File: src/rtl/prog_loader_if.sv
// Program-stream handshake and RAM write port of the boot-time program loader.
// master = program source / RAM side, slave = the loader.
interface prog_loader_if #(
    parameter int WORD_SIZE = 16,
    parameter int ADDR_SIZE = 8
);
    logic                 in_valid;
    logic [WORD_SIZE-1:0] in_data;
    logic                 in_last;
    logic                 in_ready;
    logic                 mem_we;
    logic [ADDR_SIZE-1:0] mem_addr;
    logic [WORD_SIZE-1:0] mem_wdata;

    modport master (
        output in_valid, in_data, in_last,
        input  in_ready, mem_we, mem_addr, mem_wdata
    );

    modport slave (
        input  in_valid, in_data, in_last,
        output in_ready, mem_we, mem_addr, mem_wdata
    );
endinterface

File: src/rtl/prog_loader.sv
// Boot-time program loader: zero-fills the MCPU instruction RAM, streams a program
// into it from address 0, then releases the CPU from reset.
//
// state     | meaning
// S_CLEAR   | writing 0 to every RAM word, cnt = address being cleared
// S_LOAD    | accepting program words, cnt = next write address
// S_RELEASE | last word on the write port, CPU still held
// S_RUN     | program committed, CPU running
// S_ERROR   | program longer than the RAM, CPU held
module prog_loader #(
    parameter int WORD_SIZE = 16,
    parameter int ADDR_SIZE = 8,
    parameter int RAM_SIZE  = 256
) (
    input  logic         clk,
    input  logic         reset,
    prog_loader_if.slave bus,
    output logic         cpu_reset,
    output logic         done,
    output logic         error
);
    localparam int CNT_W = ADDR_SIZE + 1;
    localparam logic [CNT_W-1:0] LAST_ADDR = CNT_W'(RAM_SIZE - 1);

    typedef enum logic [2:0] {
        S_CLEAR,
        S_LOAD,
        S_RELEASE,
        S_RUN,
        S_ERROR
    } state_t;

    state_t               state, state_nx;
    logic [CNT_W-1:0]     cnt, cnt_nx;
    logic                 we_q, we_nx;
    logic [ADDR_SIZE-1:0] addr_q, addr_nx;
    logic [WORD_SIZE-1:0] wdata_q, wdata_nx;
    logic                 cpu_reset_q, cpu_reset_nx;
    logic                 done_q, done_nx;
    logic                 error_q, error_nx;
    logic                 ready;
    logic                 hs;

    assign ready        = (state == S_LOAD);
    assign hs           = bus.in_valid & ready;

    assign bus.in_ready  = ready;
    assign bus.mem_we    = we_q;
    assign bus.mem_addr  = addr_q;
    assign bus.mem_wdata = wdata_q;
    assign cpu_reset     = cpu_reset_q;
    assign done          = done_q;
    assign error         = error_q;

    // Outputs are registered from the current state, so done/cpu_reset change
    // on the edge after RUN is entered, i.e. two edges after the last handshake.
    always_comb begin
        state_nx     = state;
        cnt_nx       = cnt;
        we_nx        = 1'b0;
        addr_nx      = addr_q;
        wdata_nx     = wdata_q;
        cpu_reset_nx = 1'b1;
        done_nx      = 1'b0;
        error_nx     = 1'b0;
        case (state)
            S_CLEAR: begin
                we_nx    = 1'b1;
                addr_nx  = cnt[ADDR_SIZE-1:0];
                wdata_nx = '0;
                if (cnt == LAST_ADDR) begin
                    cnt_nx   = '0;
                    state_nx = S_LOAD;
                end else begin
                    cnt_nx = cnt + CNT_W'(1);
                end
            end
            S_LOAD: begin
                if (hs) begin
                    we_nx    = 1'b1;
                    addr_nx  = cnt[ADDR_SIZE-1:0];
                    wdata_nx = bus.in_data;
                    cnt_nx   = cnt + CNT_W'(1);
                    if (bus.in_last) begin
                        state_nx = S_RELEASE;
                    end else if (cnt == LAST_ADDR) begin
                        state_nx = S_ERROR;
                    end
                end
            end
            S_RELEASE: begin
                state_nx = S_RUN;
            end
            S_RUN: begin
                cpu_reset_nx = 1'b0;
                done_nx      = 1'b1;
            end
            S_ERROR: begin
                error_nx = 1'b1;
            end
            default: begin
                state_nx = S_CLEAR;
                cnt_nx   = '0;
            end
        endcase
    end

    always_ff @(posedge clk) begin
        if (reset) begin
            state       <= S_CLEAR;
            cnt         <= '0;
            we_q        <= 1'b0;
            addr_q      <= '0;
            wdata_q     <= '0;
            cpu_reset_q <= 1'b1;
            done_q      <= 1'b0;
            error_q     <= 1'b0;
        end else begin
            state       <= state_nx;
            cnt         <= cnt_nx;
            we_q        <= we_nx;
            addr_q      <= addr_nx;
            wdata_q     <= wdata_nx;
            cpu_reset_q <= cpu_reset_nx;
            done_q      <= done_nx;
            error_q     <= error_nx;
        end
    end
endmodule

File: src/flat_wrapper.sv
// flat-port wrapper written by rule: the top's interface ports become plain ports
module prog_loader_flat 
#(
    parameter int WORD_SIZE = 16,
    parameter int ADDR_SIZE = 8,
    parameter int RAM_SIZE  = 256
)
  (clk, reset, cpu_reset, done, error, bus_in_valid, bus_in_data, bus_in_last, bus_in_ready, bus_mem_we, bus_mem_addr, bus_mem_wdata);
  prog_loader_if #(.WORD_SIZE(WORD_SIZE), .ADDR_SIZE(ADDR_SIZE)) bus_i ();
  input  logic clk;
  input  logic reset;
  output logic cpu_reset;
  output logic done;
  output logic error;
  input wire logic [$bits(bus_i.in_valid)-1:0] bus_in_valid;
  input wire logic [$bits(bus_i.in_data)-1:0] bus_in_data;
  input wire logic [$bits(bus_i.in_last)-1:0] bus_in_last;
  output wire logic [$bits(bus_i.in_ready)-1:0] bus_in_ready;
  output wire logic [$bits(bus_i.mem_we)-1:0] bus_mem_we;
  output wire logic [$bits(bus_i.mem_addr)-1:0] bus_mem_addr;
  output wire logic [$bits(bus_i.mem_wdata)-1:0] bus_mem_wdata;
  assign bus_i.in_valid = bus_in_valid;
  assign bus_i.in_data = bus_in_data;
  assign bus_i.in_last = bus_in_last;
  assign bus_in_ready = bus_i.in_ready;
  assign bus_mem_we = bus_i.mem_we;
  assign bus_mem_addr = bus_i.mem_addr;
  assign bus_mem_wdata = bus_i.mem_wdata;
  prog_loader #(.WORD_SIZE(WORD_SIZE), .ADDR_SIZE(ADDR_SIZE), .RAM_SIZE(RAM_SIZE)) u_core (.clk(clk), .reset(reset), .bus(bus_i), .cpu_reset(cpu_reset), .done(done), .error(error));
endmodule
File: config.mk
export PLATFORM = sky130hd
export DESIGN_NAME = prog_loader_flat
export DESIGN_NICKNAME = d
export VERILOG_FILES = /design/src/rtl/prog_loader_if.sv /design/src/rtl/prog_loader.sv /design/src/flat_wrapper.sv
export SDC_FILE = /design/constraint.sdc
export NUM_CORES = 1
export LEC_CHECK = 0
export CORE_UTILIZATION = 30
export CTS_BUF_LIST = sky130_fd_sc_hd__clkbuf_2 sky130_fd_sc_hd__clkbuf_4 sky130_fd_sc_hd__clkbuf_8
export CTS_CLUSTER_SIZE = 20
export DETAILED_ROUTE_END_ITERATION = 8
export PLACE_DENSITY_LB_ADDON = 0.3
export SYNTH_ARGS = -nofsm -noshare
export SYNTH_HDL_FRONTEND = slang
export SYNTH_SLANG_ARGS = --single-unit
File: constraint.sdc
create_clock -name clk -period 3.48 [get_ports clk]
set_input_delay 0.348 -clock clk [delete_from_list [all_inputs] [get_ports clk]]
set_output_delay 0.348 -clock clk [all_outputs]
set_load 0.02 [all_outputs]
; ---- Word-level counts from Yosys, hierarchy flattened
; Index checks and enable logic that the tools add are counted.
[totals]
reg_bits = 40
in_bits = 20
word_cells = 44
[classes]
addsub = 1
n_eq_ne = 8
muxes = 17
n_bitwise = 3
reduce_logical = 7
[ops]
columns = operator, count
row1 = one-hot mux 16 bit (2 select lines), 1
row2 = one-hot mux 9 bit (3 select lines), 1
row3 = 2-to-1 mux 9 bit, 2
row4 = 2-to-1 mux 16 bit, 1
row5 = one-hot mux 8 bit (2 select lines), 1
row6 = 2-to-1 mux 3 bit, 4
row7 = one-hot mux 3 bit (4 select lines), 1
row8 = adder 9 x 1 -> 9 bit (second input constant), 1
row9 = == test 9 x 8 -> 1 bit (second input constant), 1
row10 = 2-to-1 mux 8 bit, 1
row11 = == test 3 x 2 -> 1 bit (second input constant), 2
row12 = 2-to-1 mux 1 bit, 4
row13 = AND reduction 2 bit, 2
row14 = AND reduction 4 bit, 1
row15 = == test 3 x 1 -> 1 bit (second input constant), 1
row16 = == test 3 bit (second input constant), 1
row17 = logical NOT 3 bit, 1
row18 = inequality test 3 bit (second input constant), 1
row19 = OR reduction 3 bit, 1
row20 = inequality test 2 x 1 -> 1 bit (second input constant), 1
row21 = inequality test 2 bit (second input constant), 1
row22 = NOT 1 bit, 2
row23 = one-hot mux 1 bit (2 select lines), 1
row24 = nonzero test 2 bit, 1
row25 = 2 further kinds, 2

; ---- Logic depth before layout (Yosys ltp)
; Gate-level depths: netlist (run 1).
[depth]
depth_word = 5
ltp_mapped = 8
depth_no_buf = 8

; ---- Worst setup path after synthesis (run 1)
; Ideal clock, no wire load.
[synth_timing]
path_kind = register -> register
startpoint = register u_core.cnt[0]
endpoint = register u_core.cnt[0]
setup_ns = 0.122
t_arrival_ns = 1.809
t_required_ns = 3.358
slack_ns = 1.549
stages_incl_launch_ff = 9
period_less_slack_ns = 1.931
cell_sequence = dfxtp_1 -> ha_1 -> nand3_1 -> or2_2 -> inv_1 -> ha_1 -> or4b_1 -> nand3b_1 -> nor2_1
[synth_via]
elab_chain_cells = 3
word_cells_on_any_way = 5
classes_between = add/sub (1) / eq/ne (1) / mux (3)
[synth_lines]
columns = element, line
row1 = start: declaration, prog_loader.sv:34  ; logic [CNT_W-1:0] cnt, cnt_nx;
row2 = start signal: assignment, prog_loader.sv:120  ; cnt <= cnt_nx;
row3 = adder 9 x 1 -> 9 bit / == test 9 x 8 -> 1 bit (equally long branches), "prog_loader.sv:75, prog_loader.sv:83, prog_loader.sv:71"
row4 = "2-to-1 mux 9 bit, on equally long branches", "prog_loader.sv:79, prog_loader.sv:71"
row5 = one-hot mux 9 bit (3 select lines) *, prog_loader.sv:66  ; case (state)
; Every way passes the cells marked *; elsewhere a longest branch is shown, timed or not. The select of a mux whose other input is x is not followed.
; A chain may end at the register's enable or synchronous reset.

; ---- Worst setup path in the final report (run 1)
; Same ends and word-level chain as after synthesis.

==> reports/metrics.yaml, run 1 <==
run:
  cap_viol_max_count: 0
routing:
  wirelength_um: 3431
  first_pass_iters: 4
  vias: 1361
  drt_iter0_markers: 78
  ant_nets: 0
  drcViolationCount: 0
  drt-vias-per-instance: 4.709
  wl_per_cell_um: 11.87
setup_path:
  critical-path-slowest-cell: "or4b_1"
  startpoint_type: "flip-flop"
  slowest_delay_ns: 0.44
  cpMostUsedCell: "ha_1"
  critical_path.max_fanout: 7
  crit_type: "reg2reg"
  crit_path_end_kind: "flip-flop"
  required_ns: 3.65
  critical_path_arrival_ns: 2.33
  path_cells: "ha_1 > nand3_1 > or2_2 > inv_1 > ha_1 > or4b_1 > nand3b_1 > nor2_1"
grt:
  grt_max_degree: 26
  grt-ovfl-total: 0
  grt.total_usage_pct: 12.61
  first_global_vias: 1126
  antenna_found_initial: 0
  grt_pass1_wl_um: 5250
layout:
  layout_common_cells: "clkdlybuf4s50_1, dfxtp_1, nand2_1"
  drive_above_1_share_pct: 6.393
  mostFrequentLayoutCell: "clkdlybuf4s50_1"
  final_nets: 241
  area_growth_pct: 39.67
  n_antenna_cell: 0
synthesis:
  ys_seq_area_share_pct: 50.67
  synth_nets: 197
  syn_inst: 174
  ys_types: 35
  syn_area_per_cell_um2: 9.082
  synthesis.area_mm2: 0.001580
  ys_warn_count: 0
  synth-seq-cells: 40
clock_tree:
  clkTransAtPathRegs_ns: 0.07
  cts_hold_buf: 0
  cts_root_buffer: "clkbuf_8"
  cts_setup_buffers: 0
  numCtsBuffers: 5
  clk_path_buf_depth: 2
  cts_resized: 0
  insertion_delay_ns: 0.29
  cts_tree: "built"
  cts.sinks: 40
  h-tree-depth: 2
die:
  initial_utilization_pct: 31.14
  pin_count: 49
  fp-row-count: 26
  die_w_um: 74.58
  die_h_um: 74.58
  dieArea_mm2: 0.005561
  core_area_mm2: 0.005075
pwr:
  p_switching_w: 0.0001848
  pwr-share-clk_pct: 43.3
  netSwitchingFraction_pct: 20.29
  powerDensity_mw_per_mm2: 412.7
  power_frac_seq_pct: 51.3
  comb_power_share_pct: 5.3
  leakagePower_nw: 0.7529
  ir_drop_mv: 0.1620
  p_int_w: 0.0007261
timing:
  rsz0062_at_grt: "no"
  skew_ns: 0.009882
  fmax_mhz: 462.7
  layout_worst_path_cycle_share_pct: 62.10
  setup_viol: 0
  tightest_slew_ns: 0.8620
  worst_slack_ns: 1.319
  hold_viol: 0
  maxSlewViolCount: 0
  min_period_ns: 2.161
  relSlewSlack_pct: 42.40
  timing.setup.tns_ns: 0
placed_design:
  place_congestion: 0.7068
  pre_cts_ws_ns: 1.314
  port_buffers: 48
  hpwl_um: 2311
run_status:
  status: "completed"
min_path:
  hold_class: "reg2reg"
[metrics by stage]
step	total power, W	utilization (%)	hold slack (ns)	instances	cell area [um2]
finish	0.0009108	43.49	0.4590	289	2207
global route	0.0009494	43.49	0.4827	289	2207
CTS	0.0009221	43.49	0.4611	289	2207
detailed placement	0.0005273	41.10	0.4494	281	2086
global placement	0.0005276	41.10	0.4435	281	2086
floorplan	0.0004945	-	0.4208	174	1580
[cells by family after synthesis]
kind of cell	synth area share [%]
and+or+nand+nor	22.25
adders and majority gates	2.376
buffers and inverters	5.384
DFF	50.67
AOI/OAI and AO/OA	18.76
xor gates and xnor gates	0.5543
[state kept, by name, summed over array words and instances, names as in the netlist]
| signal | cells |
|---|---|
| u_core.cnt | 9 |
| u_core.bus.mem_addr | 8 |
| u_core.cpu_reset | 1 |
| u_core.bus.mem_wdata | 16 |
| u_core.done | 1 |
| u_core.error | 1 |
| u_core.state | 3 |
| u_core.bus.mem_we | 1 |
[synthesized netlist by cell type, drive strengths merged]
master | instances | area (um2)
a22oi | 16 | 120.1
nor2 | 21 | 86.33
nand2 | 21 | 78.83
nand2b | 1 | 6.260
nand3b | 2 | 15.01
o31ai | 3 | 22.52
or2b | 1 | 7.510
o21ai | 5 | 28.77
or4 | 3 | 22.52
or2 | 1 | 6.260
nor3 | 3 | 15.01
dfxtp | 40 | 800.8
nor4bb | 1 | 10.01
a31oi | 1 | 6.260
a21boi | 1 | 18.77
a211oi | 2 | 15.01
nand4bb | 1 | 11.26
nand3 | 4 | 20.02
nor2b | 1 | 6.260
ha | 3 | 37.54
xor2 | 1 | 8.760
nand4 | 2 | 12.51
clkbuf | 5 | 18.77
a21oi | 17 | 85.08
and2 | 2 | 12.51
inv | 4 | 15.01
or3 | 3 | 18.77
nor3b | 1 | 12.51
or4b | 1 | 10.01
buf | 7 | 51.30
[power by group through the flow]
| stage | sequential, W | combinational (W) | clock (W) |
|---|---|---|---|
| finish | 0.000468 | 0.0000487 | 0.000395 |
| floorplan | 0.000481 | 0.0000139 | 0 |
| global placement | 0.000478 | 0.0000496 | 0 |
| detailed placement | 0.000478 | 0.0000491 | 0 |
| global route | 0.000468 | 0.0000525 | 0.000428 |
| CTS | 0.000467 | 0.0000493 | 0.000405 |
[layout make-up]
type | count | area, um2
timing repair buffer | 49 | 488.0
multi-input combinational | 118 | 694.4
clock inverter | 2 | 38.79
inverter | 4 | 15.01
clock buffer | 6 | 82.58
sequential | 40 | 800.8
tap | 70 | 87.58
fill | 523 | 2868
[layer usage]
metal | vias to the layer above | global-route usage, % | share of wire, %
met3 | 6 | 4.607 | 5.1
met5 | - | 0 | 0
met4 | 0 | 4.403 | 1.6
li1 | 701 | - | -
met1 | 614 | 16.40 | 48
met2 | 40 | 19.22 | 45
[worst max-delay path: cells and delay by family, from the launching register on]
kind	cells	cell delay, ns
fa+ha+maj	2	0.41
simple gates	5	1.16
buf+inv	1	0.07
flops	1	0.39
[final timing paths]
path | from | end | slack [ns] | cells past startpoint
max | u_core.cnt[0] | u_core.cnt[0] | 1.32 | 8
max reg2reg | u_core.cnt[0] | u_core.cnt[0] | 1.32 | 8
min | u_core.bus.mem_addr[5] | u_core.bus.mem_addr[5] | 0.46 | 2
min reg2reg | u_core.bus.mem_addr[5] | u_core.bus.mem_addr[5] | 0.46 | 2
(Power assumes the default switching activity.)
==> run 2: changes to the inputs <==
==> constraint.sdc (replaced) <==
create_clock -name clk -period 1.9 [get_ports clk]
set_input_delay 0.19 -clock clk [delete_from_list [all_inputs] [get_ports clk]]
set_output_delay 0.19 -clock clk [all_outputs]
set_load 0.02 [all_outputs]
==> reports/metrics.yaml, run 2 (synthesis results as in run 1) <==
timing:
  hold_slack_ns: 0.4544  # -0.004609 ns
  hold_viol: 0  # unchanged
  skew_ns: 0.002316  # -0.007566 ns
  worst_slack_ns: 0.04224  # -1.277 ns
  layout_worst_path_cycle_share_pct: 97.78  # +36 points
  maxSlewViolCount: 0  # unchanged
  timing.setup.tns_ns: 0  # unchanged
  setup_viol: 0  # unchanged
  tightest_slew_ns: 0.6344  # -0.2276 ns
  relSlewSlack_pct: 57.71  # +15 points
  fmax_mhz: 538.3  # +16%
  min_period_ns: 1.858  # -0.3033 ns
routing:
  drt_iter0_markers: 75  # -3.8%
  ant_nets: 0  # unchanged
  wl_per_cell_um: 12.11  # +2.0%
  drcViolationCount: 0  # unchanged
  wirelength_um: 3656  # +6.6%
  first_pass_iters: 4  # unchanged
  vias: 1426  # +4.8%
  drt-vias-per-instance: 4.722  # +0.27%
placed_design:
  hpwl_um: 2484  # +7.5%
  place_congestion: 0.7663  # +8.4%
  place_area_mm2: 0.002178  # +4.4%
  pre_cts_ws_ns: -0.09641  # -1.410 ns
  port_buffers: 48  # unchanged
clock_tree:
  clkTransAtPathRegs_ns: 0.07  # about the same
  cts_hold_buf: 0  # unchanged
  cts_tree: "built"
  insertion_delay_ns: 0.29  # about the same
  h-tree-depth: 2  # unchanged
  cts.sinks: 40  # unchanged
  numCtsBuffers: 5  # unchanged
  cts_root_buffer: "clkbuf_8"
  clk_path_buf_depth: 2  # unchanged
layout:
  design_area_mm2: 0.002332  # +5.7%
  n_antenna_cell: 0  # unchanged
  drive_above_1_share_pct: 15.52  # +9.1 points
  final_nets: 255  # +5.8%
  mostFrequentLayoutCell: "clkdlybuf4s50_1"
  largest_register_ffs: 16  # unchanged
  area_growth_pct: 47.59
  layout_common_cells: "clkdlybuf4s50_1, dfxtp_1, nand2_1"
setup_path:
  required_ns: 2.07  # -1.58 ns
  slowest_delay_ns: 0.43  # about the same
  crit_type: "reg2reg"
  path_cells: "ha_4 > nand3_2 > or2_4 > inv_2 > ha_4 > or4b_1 > nand3b_1 > buf_6 > a21oi_1"
  critical_path.max_fanout: 7  # unchanged
  startpoint_type: "flip-flop"
  cpMostUsedCell: "ha_4"
  critical_path_arrival_ns: 2.03  # -0.30 ns
  critical-path-slowest-cell: "or4b_1"
  crit_path_end_kind: "flip-flop"
grt:
  first_global_vias: 1254  # +11%
  grt.total_usage_pct: 13.82  # +1.2 points
  grt-ovfl-total: 0  # unchanged
  grt_max_degree: 27  # +3.8%
  grt_pass1_wl_um: 5837  # +11%
  antenna_found_initial: 0  # unchanged
die:
  pin_count: 49  # unchanged
  die_w_um: 74.58  # unchanged
  core_area_mm2: 0.005075  # unchanged
  dieArea_mm2: 0.005561  # unchanged
  initial_utilization_pct: 31.14  # unchanged
  die_h_um: 74.58  # unchanged
  fp-row-count: 26  # unchanged
pwr:
  powerDensity_mw_per_mm2: 645.2  # +56%
  ir_drop_mv: 0.2426  # +50%
  leakagePower_nw: 0.8131  # +8.0%
run:
  cap_viol_max_count: 0  # unchanged
run_status:
  status: "completed"
min_path:
  hold_class: "reg2reg"
-- run 2: changes by cell type in the layout (fill, tap and decap cells not counted), sizes merged --
| cell | before | now |
|---|---|---|
| buf | 1 | 15 |
| bufinv | 1 | 0 |
-- run 2: where the power goes --
part,switching [W],total (W),internal [W]
registers,0.00000646,0.000855,0.000849
logic,0.0000443,0.000109,0.0000648
clock network,0.000276,0.000540,0.000264
-- run 2: critical path, delay by kind of cell, from the launching register on --
family | cells | cell delay [ns]
simple gates | 4 | 0.87
buf+inv | 2 | 0.20
compound gates | 1 | 0.04
fa+ha+maj | 2 | 0.27
flops | 1 | 0.36
-- run 2: final timing paths --
kind | depth (start not counted) | to | slack, ns | startpoint
min reg2reg | 2 | u_core.bus.mem_addr[0] | 0.45 | u_core.bus.mem_addr[0]
max reg2reg | 9 | u_core.cnt[6] | 0.04 | u_core.cnt[0]
min | 2 | u_core.bus.mem_addr[0] | 0.45 | u_core.bus.mem_addr[0]
max | 9 | u_core.cnt[6] | 0.04 | u_core.cnt[0]
-- run 2: layer usage --
layer | routed length, um | vias to the layer above | track usage, % | share of wire [%]
li1 | - | 728 | - | -
met4 | 61 | 0 | 5.031 | 1.7
met1 | 1793 | 661 | 18.28 | 49
met2 | 1663 | 32 | 21.12 | 45
met3 | 137 | 5 | 4.336 | 3.7
met5 | 0 | - | 0 | 0
-- run 2: layout make-up --
type / instances / area [um2]
inverter: 4 / 15.01
clock buffer: 6 / 76.32
sequential: 40 / 804.5
timing repair buffer: 63 / 609.3
clock inverter: 1 / 5.005
tap: 70 / 87.58
multi-input combinational: 118 / 734.5
fill: 524 / 2743
-- run 2: stage by stage --
stage / std cells / power, W / utilization (%)
6_report: 302 / 0.001505 / 45.96
5_1_grt: 302 / 0.001577 / 45.96
4_1_cts: 298 / 0.001520 / 44.80
3_5_place_dp: 291 / 0.0009759 / 42.92
3_3_place_gp: 291 / 0.0009747 / 42.92
2_1_floorplan: 174 / 0.0009071 / -
-- run 2: what timing repair did --
action,4_1_cts,5_1_grt
pin swaps,2,4
endpoints found under the setup margin,7,7
gates resized for setup,3,7
buffers inserted,0,4
